[src/rtl/odometer_rosc_ctrl.sv]
// Odometer ring-oscillator bank controller: sequences one channel through stress
// or measure mode and reports synchronised reference/stress edge counts.
module odometer_rosc_ctrl #(
   parameter int  NCH        = 4,
   parameter int  CNT_W      = 16,
   parameter int  WIN_W      = 16,
   parameter int  SETTLE_CYC = 8,
   localparam int CH_W       = (NCH > 1) ? $clog2(NCH) : 1
) (
   input  logic             CLK,
   input  logic             RST,
   input  logic             START,
   input  logic             MODE,
   input  logic [CH_W-1:0]  CH_SEL,
   input  logic [WIN_W-1:0] WIN_LEN,
   input  logic             ABORT,
   input  logic [NCH-1:0]   RO_REF_IN,
   input  logic [NCH-1:0]   RO_STR_IN,
   output logic [NCH-1:0]   RO_EN_REF,
   output logic [NCH-1:0]   RO_EN_STR,
   output logic [NCH-1:0]   STRESS_EN,
   output logic             BUSY,
   output logic             DONE,
   output logic [CNT_W-1:0] CNT_REF,
   output logic [CNT_W-1:0] CNT_STR,
   output logic [CNT_W:0]   CNT_DIFF,
   output logic             OVF
);

   localparam int SET_W = $clog2(SETTLE_CYC + 1);
   localparam int TMR_W = (WIN_W > SET_W) ? WIN_W : SET_W;
   localparam logic [CNT_W-1:0] CNT_MAX = '1;

   typedef enum logic [2:0] {
      S_IDLE    = 3'd0,
      S_SETTLE  = 3'd1,
      S_MEASURE = 3'd2,
      S_STRESS  = 3'd3,
      S_FINISH  = 3'd4
   } state_t;

   state_t           r_state;
   state_t           w_state_nxt;
   logic             w_load;
   logic             w_cap;
   logic [CH_W-1:0]  r_ch;
   logic [CH_W-1:0]  w_ch_nxt;
   logic [NCH-1:0]   w_oh_nxt;
   logic [WIN_W-1:0] r_win;
   logic [TMR_W-1:0] r_tmr;
   logic             w_settle_last;
   logic             w_win_last;
   logic             w_win_zero;
   logic             w_on_nxt;

   logic [NCH-1:0]   r_ref_s1, r_ref_s2, r_ref_s3;
   logic [NCH-1:0]   r_str_s1, r_str_s2, r_str_s3;
   logic [NCH-1:0]   w_ref_edges, w_str_edges;
   logic             w_ref_hit, w_str_hit;

   logic [CNT_W-1:0] r_cnt_ref, r_cnt_str;
   logic [CNT_W-1:0] w_ref_nxt, w_str_nxt;
   logic             r_ovf, w_ovf_nxt;

   logic [NCH-1:0]   r_en_ref, r_en_str, r_stress_en;
   logic             r_busy, r_done;
   logic [CNT_W-1:0] r_out_ref, r_out_str;
   logic [CNT_W:0]   r_out_diff;
   logic             r_out_ovf;

   function automatic logic [NCH-1:0] f_onehot(input logic [CH_W-1:0] ch);
      logic [NCH-1:0] v;
      for (int i = 0; i < NCH; i++) begin
         if (int'(ch) == i) v[i] = 1'b1;
         else               v[i] = 1'b0;
      end
      return v;
   endfunction

   assign w_settle_last = (r_tmr == TMR_W'(SETTLE_CYC - 1));
   assign w_win_last    = (r_tmr == (TMR_W'(r_win) - TMR_W'(1)));
   assign w_win_zero    = (r_win == '0);

   // Next-state decode
   always_comb begin
      w_state_nxt = r_state;
      w_load      = 1'b0;
      case (r_state)
         S_IDLE: begin
            if (START && (int'(CH_SEL) < NCH)) begin
               w_load = 1'b1;
               if (MODE) w_state_nxt = S_STRESS;
               else      w_state_nxt = S_SETTLE;
            end else begin
               w_state_nxt = S_IDLE;
            end
         end
         S_SETTLE: begin
            if (ABORT)              w_state_nxt = S_IDLE;
            else if (!w_settle_last) w_state_nxt = S_SETTLE;
            else if (w_win_zero)    w_state_nxt = S_FINISH;
            else                    w_state_nxt = S_MEASURE;
         end
         S_MEASURE: begin
            if (ABORT)           w_state_nxt = S_IDLE;
            else if (w_win_last) w_state_nxt = S_FINISH;
            else                 w_state_nxt = S_MEASURE;
         end
         S_STRESS: begin
            if (ABORT) w_state_nxt = S_FINISH;
            else       w_state_nxt = S_STRESS;
         end
         S_FINISH: w_state_nxt = S_IDLE;
         default:  w_state_nxt = S_IDLE;
      endcase
   end

   // Stress exit keeps the previous results; only measure paths capture
   assign w_cap    = (w_state_nxt == S_FINISH) && (r_state != S_STRESS);
   assign w_ch_nxt = w_load ? CH_SEL : r_ch;
   assign w_oh_nxt = f_onehot(w_ch_nxt);
   assign w_on_nxt = (w_state_nxt == S_SETTLE) || (w_state_nxt == S_MEASURE);

   assign w_ref_edges = r_ref_s2 & ~r_ref_s3;
   assign w_str_edges = r_str_s2 & ~r_str_s3;
   assign w_ref_hit   = w_ref_edges[r_ch];
   assign w_str_hit   = w_str_edges[r_ch];

   // Edge-counter next values: cleared in SETTLE, saturating in MEASURE
   always_comb begin
      w_ref_nxt = r_cnt_ref;
      w_str_nxt = r_cnt_str;
      w_ovf_nxt = r_ovf;
      case (r_state)
         S_SETTLE: begin
            w_ref_nxt = '0;
            w_str_nxt = '0;
            w_ovf_nxt = 1'b0;
         end
         S_MEASURE: begin
            if (w_ref_hit && (r_cnt_ref != CNT_MAX)) w_ref_nxt = r_cnt_ref + CNT_W'(1);
            else                                     w_ref_nxt = r_cnt_ref;
            if (w_str_hit && (r_cnt_str != CNT_MAX)) w_str_nxt = r_cnt_str + CNT_W'(1);
            else                                     w_str_nxt = r_cnt_str;
            w_ovf_nxt = r_ovf | (w_ref_nxt == CNT_MAX) | (w_str_nxt == CNT_MAX);
         end
         default: begin
            w_ovf_nxt = r_ovf;
         end
      endcase
   end

   // State, channel/window latch, phase timer
   always_ff @(posedge CLK or posedge RST) begin
      if (RST) begin
         r_state <= S_IDLE;
         r_ch    <= '0;
         r_win   <= '0;
         r_tmr   <= '0;
      end else begin
         r_state <= w_state_nxt;
         r_ch    <= w_ch_nxt;
         if (w_load) r_win <= WIN_LEN;
         if ((w_state_nxt != r_state) || !((r_state == S_SETTLE) || (r_state == S_MEASURE)))
            r_tmr <= '0;
         else
            r_tmr <= r_tmr + TMR_W'(1);
      end
   end

   // RO synchronisers and edge counters
   always_ff @(posedge CLK or posedge RST) begin
      if (RST) begin
         r_ref_s1  <= '0;
         r_ref_s2  <= '0;
         r_ref_s3  <= '0;
         r_str_s1  <= '0;
         r_str_s2  <= '0;
         r_str_s3  <= '0;
         r_cnt_ref <= '0;
         r_cnt_str <= '0;
         r_ovf     <= 1'b0;
      end else begin
         r_ref_s1  <= RO_REF_IN;
         r_ref_s2  <= r_ref_s1;
         r_ref_s3  <= r_ref_s2;
         r_str_s1  <= RO_STR_IN;
         r_str_s2  <= r_str_s1;
         r_str_s3  <= r_str_s2;
         r_cnt_ref <= w_ref_nxt;
         r_cnt_str <= w_str_nxt;
         r_ovf     <= w_ovf_nxt;
      end
   end

   // Registered enables, status and results, decoded from the next state
   always_ff @(posedge CLK or posedge RST) begin
      if (RST) begin
         r_en_ref    <= '0;
         r_en_str    <= '0;
         r_stress_en <= '0;
         r_busy      <= 1'b0;
         r_done      <= 1'b0;
         r_out_ref   <= '0;
         r_out_str   <= '0;
         r_out_diff  <= '0;
         r_out_ovf   <= 1'b0;
      end else begin
         r_en_ref    <= w_on_nxt ? w_oh_nxt : '0;
         r_en_str    <= (w_on_nxt || (w_state_nxt == S_STRESS)) ? w_oh_nxt : '0;
         r_stress_en <= (w_state_nxt == S_STRESS) ? w_oh_nxt : '0;
         r_busy      <= w_on_nxt || (w_state_nxt == S_STRESS);
         r_done      <= (w_state_nxt == S_FINISH);
         if (w_cap) begin
            r_out_ref  <= w_ref_nxt;
            r_out_str  <= w_str_nxt;
            r_out_diff <= {1'b0, w_ref_nxt} - {1'b0, w_str_nxt};
            r_out_ovf  <= w_ovf_nxt;
         end
      end
   end

   assign RO_EN_REF = r_en_ref;
   assign RO_EN_STR = r_en_str;
   assign STRESS_EN = r_stress_en;
   assign BUSY      = r_busy;
   assign DONE      = r_done;
   assign CNT_REF   = r_out_ref;
   assign CNT_STR   = r_out_str;
   assign CNT_DIFF  = r_out_diff;
   assign OVF       = r_out_ovf;

endmodule
[config.mk]
export PLATFORM = sky130hd
export DESIGN_NAME = odometer_rosc_ctrl
export DESIGN_NICKNAME = d
export VERILOG_FILES = /design/src/rtl/odometer_rosc_ctrl.sv
export SDC_FILE = /design/constraint.sdc
export NUM_CORES = 1
export LEC_CHECK = 0
export BUFFER_PORTS_ARGS = -buffer_cell sky130_fd_sc_hd__buf_2
export CAP_MARGIN = 10
export CORE_ASPECT_RATIO = 1.75
export CORE_UTILIZATION = 35
export DETAILED_ROUTE_END_ITERATION = 6
export HOLD_SLACK_MARGIN = 0.05
export MAX_ROUTING_LAYER = met4
export PLACE_DENSITY = 0.56
export SYNTH_ARGS = -nofsm -noshare
export SYNTH_HDL_FRONTEND = slang
export SYNTH_SLANG_ARGS = --single-unit
export TNS_END_PERCENT = 100
[constraint.sdc]
create_clock -name CLK -period 6.8 [get_ports CLK]
set_input_delay 0.68 -clock CLK [delete_from_list [all_inputs] [get_ports CLK]]
set_output_delay 0.68 -clock CLK [all_outputs]
set_load 0.1 [all_outputs]
==> results.txt <==
- RSZ-0062 raised after global routing: false
- Routed WL: 22400 µm
- Counting tap cells, the placed design contains a total of 1161 instances.
- In this run, the number of DRC markers left after iteration 0 of detailed routing was 291.
- Maximum number of pins on one net before global-route repair: 87
* Post-detailed-placement cell area: 9160 µm²
- Setup violations remaining at the end of the flow were counted as 0.
- Yosys warnings: 0
- For this run, the slowest stage of the critical path takes 620 ps.
- CP endpoint kind: flip-flop
* DRC Markers: 0
* Post-synth net total: 836
- Cell variety after synth: 70
- Once layout is complete, the cells apart from fillers number 1193.
- The wire-length estimate of the detail-placed layout is 16500 µm.
- Fraction of power spent switching nets: 38.9%
* Most area-consuming cells after synthesis: dfrtp_1 47%, mux2_4 8.2%, o21ai_0 3.3%
- Among all flip-flop cells after synthesis, the most frequent one is dfrtp_1.
* Global route overflow: 0
* Worst path setup slack after routing: 1680 ps
- # IOs: 95
* Num CTS Buffers: 17
* Share of final-layout standard cells stronger than drive strength 1: 24.5%
- For this run, the top clock speed supported by timing is 195 MHz.
- Number of flops mapped to enable cells by yosys: 0
- STA classifies the critical path startpoint as a flip-flop.
- Combinational logic is responsible for 33.7% of the overall power.
- The count of endpoints failing hold in the final timing report is 0.
- Number of instances in the synthesized netlist: 784
- Peak VDD IR: 167 µV
- The path class of the tightest hold or removal check is input port to flip-flop.
- For the pin with the worst max-slew slack, the measured transition is 1080 ps.
- Worst setup path category: flip-flop to flip-flop
- Summing every instance area after synthesis gives 8380 µm².
- The total count of max-transition violations in the final report was 0.
- The analysis attributes to cell leakage a power of 4.46 nW.
* Vert. Die Dim: 207 µm
- Data arrives at the worst endpoint at 5450 ps.
- Net count reported at finish: 928
- Drt first pass iters: 5
- Die boundary width: 119 µm
- Antenna violations before repair: 0
- Number of buffers inserted by post-CTS setup repair: 0
- Maximum Capacitance Violations: 0
- Power Density: 333 nW/µm²
* Crit-path cells: ha_1, nand2_1, or4_1, o21ai_1, nor2_1, and3_1, xnor2_1, o21ai_0, inv_1, ha_1, or3_1, o2111a_1, o31ai_1, o21ai_0, a31oi_1, xnor2_1, mux2_4
- In the final layout, flip-flops and latches occupy 3950 µm².
- Relative to the synthesized area, the layout overhead comes to 16.5%.
* Setup_tns: 0 ps
- The core region is 23400 µm².
* Drt wl/cell: 18.8 µm
- Sequential fraction of the synthesis area: 47.2%
* Shortest period the worst path allows: 5120 ps
- Clock transition at path regs: 70 ps
- On the final layout, the worst clock skew is 6.32 ps.
- The congestion estimate from routability-driven global placement came to 0.906.
* Share of power burned in registers: 36.0%
* Deepest clock path buffer count: 2
- Flip-flop and latch count after synthesis: 158
- Summed over its instances, the top area cell type makes up 47.2% of the synthesized netlist area.
* Multi-input combinational cell area: 4130 µm²
- Clock Tree Root: clkbuf_16
- Final core utilization: 41.7%
* Required time worst endpoint: 7120 ps
- The die covers 24600 µm².
* Count of clock tree sinks: 158
* Largest fanout on the critical path: 8
- Post-route antenna net violation count: 0
- # hold bufs at CTS: 0
* Int Pwr: 1.99 mW
- Initial core utilization: 35.8%
- All-Layer GR Usage: 19.8%
* Run status: finished, final reports clean
- Count of input and output buffers: 94
- Vias/cell: 5.23
- Measured against its own limit, the worst slew margin works out to 27.7%.
- 0 antenna diodes ended up in the layout.
* TritonCTS clock tree: built
* Cell accounting for the most synthesized area: dfrtp_1
* CTS H-tree depth: 4
- Worst setup timing slack at the placement stage: 1790 ps
- Later-pin clock latency in the skew report: 430 ps
- In this run the power spent charging and discharging nets is 1.27 mW.
- Of the available clock period, the critical path in the final layout requires 75.3%.
- Final design instance area without fill: 9770 µm²
- Commonest cells after routing, fill and taps aside: 158 x dfrtp_1, 94 x buf_2, 61 x nor2_1
* Top cell family by delay on the critical path: compound AO/OA/AOI/OAI gates
* Clock network power share: 30.3%
* Number of vias in the routed layout: 6234
- Leaving out fill and tap cells, the most frequent cell in the layout is dfrtp_1.
- Post-Synthesis Mean Instance Area: 10.7 µm²
- CTS-repair resized insts: 0
* Row Count: 74
* Layout filler cell count: 2291
- Slowest-stage cell, CP: or4_1
* Share of flip-flops with an asynchronous set or reset after synthesis: 100%
- The first global-routing pass estimated 35500 µm of wire.
- Via count of the first global-routing pass: 6442
* Buffers & Inverters on Critical Path: 1
layout make-up:
type / count / share of cell area, %
Inverter: 35 / 1.40
Sequential cell: 158 / 40.5
Timing Repair Buffer: 105 / 5.66
Clock buffer: 21 / 4.92
Clock inverter: 11 / 1.33
Tap cell: 304 / 3.89
Multi-Input combinational cell: 559 / 42.3
power groups by stage:
stage / combinational (mW) / clock, mW / sequential [mW]
final: 1.09 / 0.985 / 1.17
after global routing: 1.19 / 1.06 / 1.19
after CTS: 1.11 / 1.02 / 1.18
after detailed placement: 1.10 / 0 / 1.19
after global placement: 1.09 / 0 / 1.19
after floorplan: 0.652 / 0 / 1.36
stage by stage:
step | hold WS [ps] | total power, mW
after floorplan | 331 | 2.01
after detailed placement | 336 | 2.29
after CTS | 315 | 3.30
after global placement | 335 | 2.28
after global routing | 317 | 3.44
final | 346 | 3.25
worst register-to-register path, stage by stage (launching register included):
cell,delay (ps)
dfrtp_1,420
ha_1,300
nand2_1,200
or4_1,620
o21ai_1,490
nor2_1,180
and3_1,230
xnor2_1,120
o21ai_0,300
inv_1,80
ha_1,230
or3_1,420
o2111a_1,270
o31ai_1,350
o21ai_0,220
a31oi_1,230
xnor2_1,80
mux2_4,250
synthesized netlist by cell type, types with 4 or more instances:
cell type / count
dfrtp_1: 158
nor2_1: 62
o21ai_0: 56
nand2_1: 55
mux2_4: 46
inv_1: 35
nand3_1: 31
xnor2_1: 25
xor2_1: 24
clkbuf_1: 21
ha_1: 20
nor3_1: 20
a21oi_1: 19
mux2_2: 16
mux2i_1: 14
and3_1: 13
nor2b_1: 13
a31oi_1: 10
o31ai_1: 9
nand2b_1: 8
or3_1: 8
nand4_1: 7
o21a_1: 7
a21o_1: 6
buf_6: 6
and2_1: 5
and4_1: 5
nand3b_1: 5
a22o_1: 4
nor4_1: 4
cells by family after synthesis:
| group | Yosys count | synth area share, % |
|---|---|---|
| buffers and inverters | 67 | 3.64 |
| muxes | 78 | 12.6 |
| AOI/OAI and AO/OA | 151 | 12.0 |
| xor gates and xnor gates | 49 | 5.12 |
| adders and majority gates | 21 | 3.22 |
| and+or+nand+nor | 260 | 16.2 |
| DFF | 158 | 47.2 |
sequential cells by signal, indices dropped and copies added, names as in the netlist, 16 cells and up:
signal	cells
r_cnt_str	16
CNT_STR	16
CNT_DIFF	17
r_tmr	16
CNT_REF	16
r_cnt_ref	16
r_win	16
layer usage:
metal	track usage (%)	routed length (µm)	vias to the layer above
met4	10.8	1020	0
met2	35.9	12300	134
met3	4.15	712	42
met5	-	0	-
met1	19.8	8420	3066
li1	-	-	2992
final timing paths:
kind                            slack, ps                    from                  endpoint  cells after the start
min in group asynchronous             380                     RST    CNT_STR[9]$_DFFE_PP0P_                      2
worst max-delay path                 1680  r_cnt_str[0]$_DFF_PP0_  CNT_DIFF[15]$_DFFE_PP0P_                     17
worst max register to register       1680  r_cnt_str[0]$_DFF_PP0_  CNT_DIFF[15]$_DFFE_PP0P_                     17
worst min-delay path                  350            RO_REF_IN[2]     r_ref_s1[2]$_DFF_PP0_                      1
worst min register to register        350   r_ref_s1[1]$_DFF_PP0_     r_ref_s2[1]$_DFF_PP0_                      0
max in group asynchronous            4870                     RST     r_ref_s2[2]$_DFF_PP0_                      3
No activity file was read; power rests on OpenSTA's default activity.
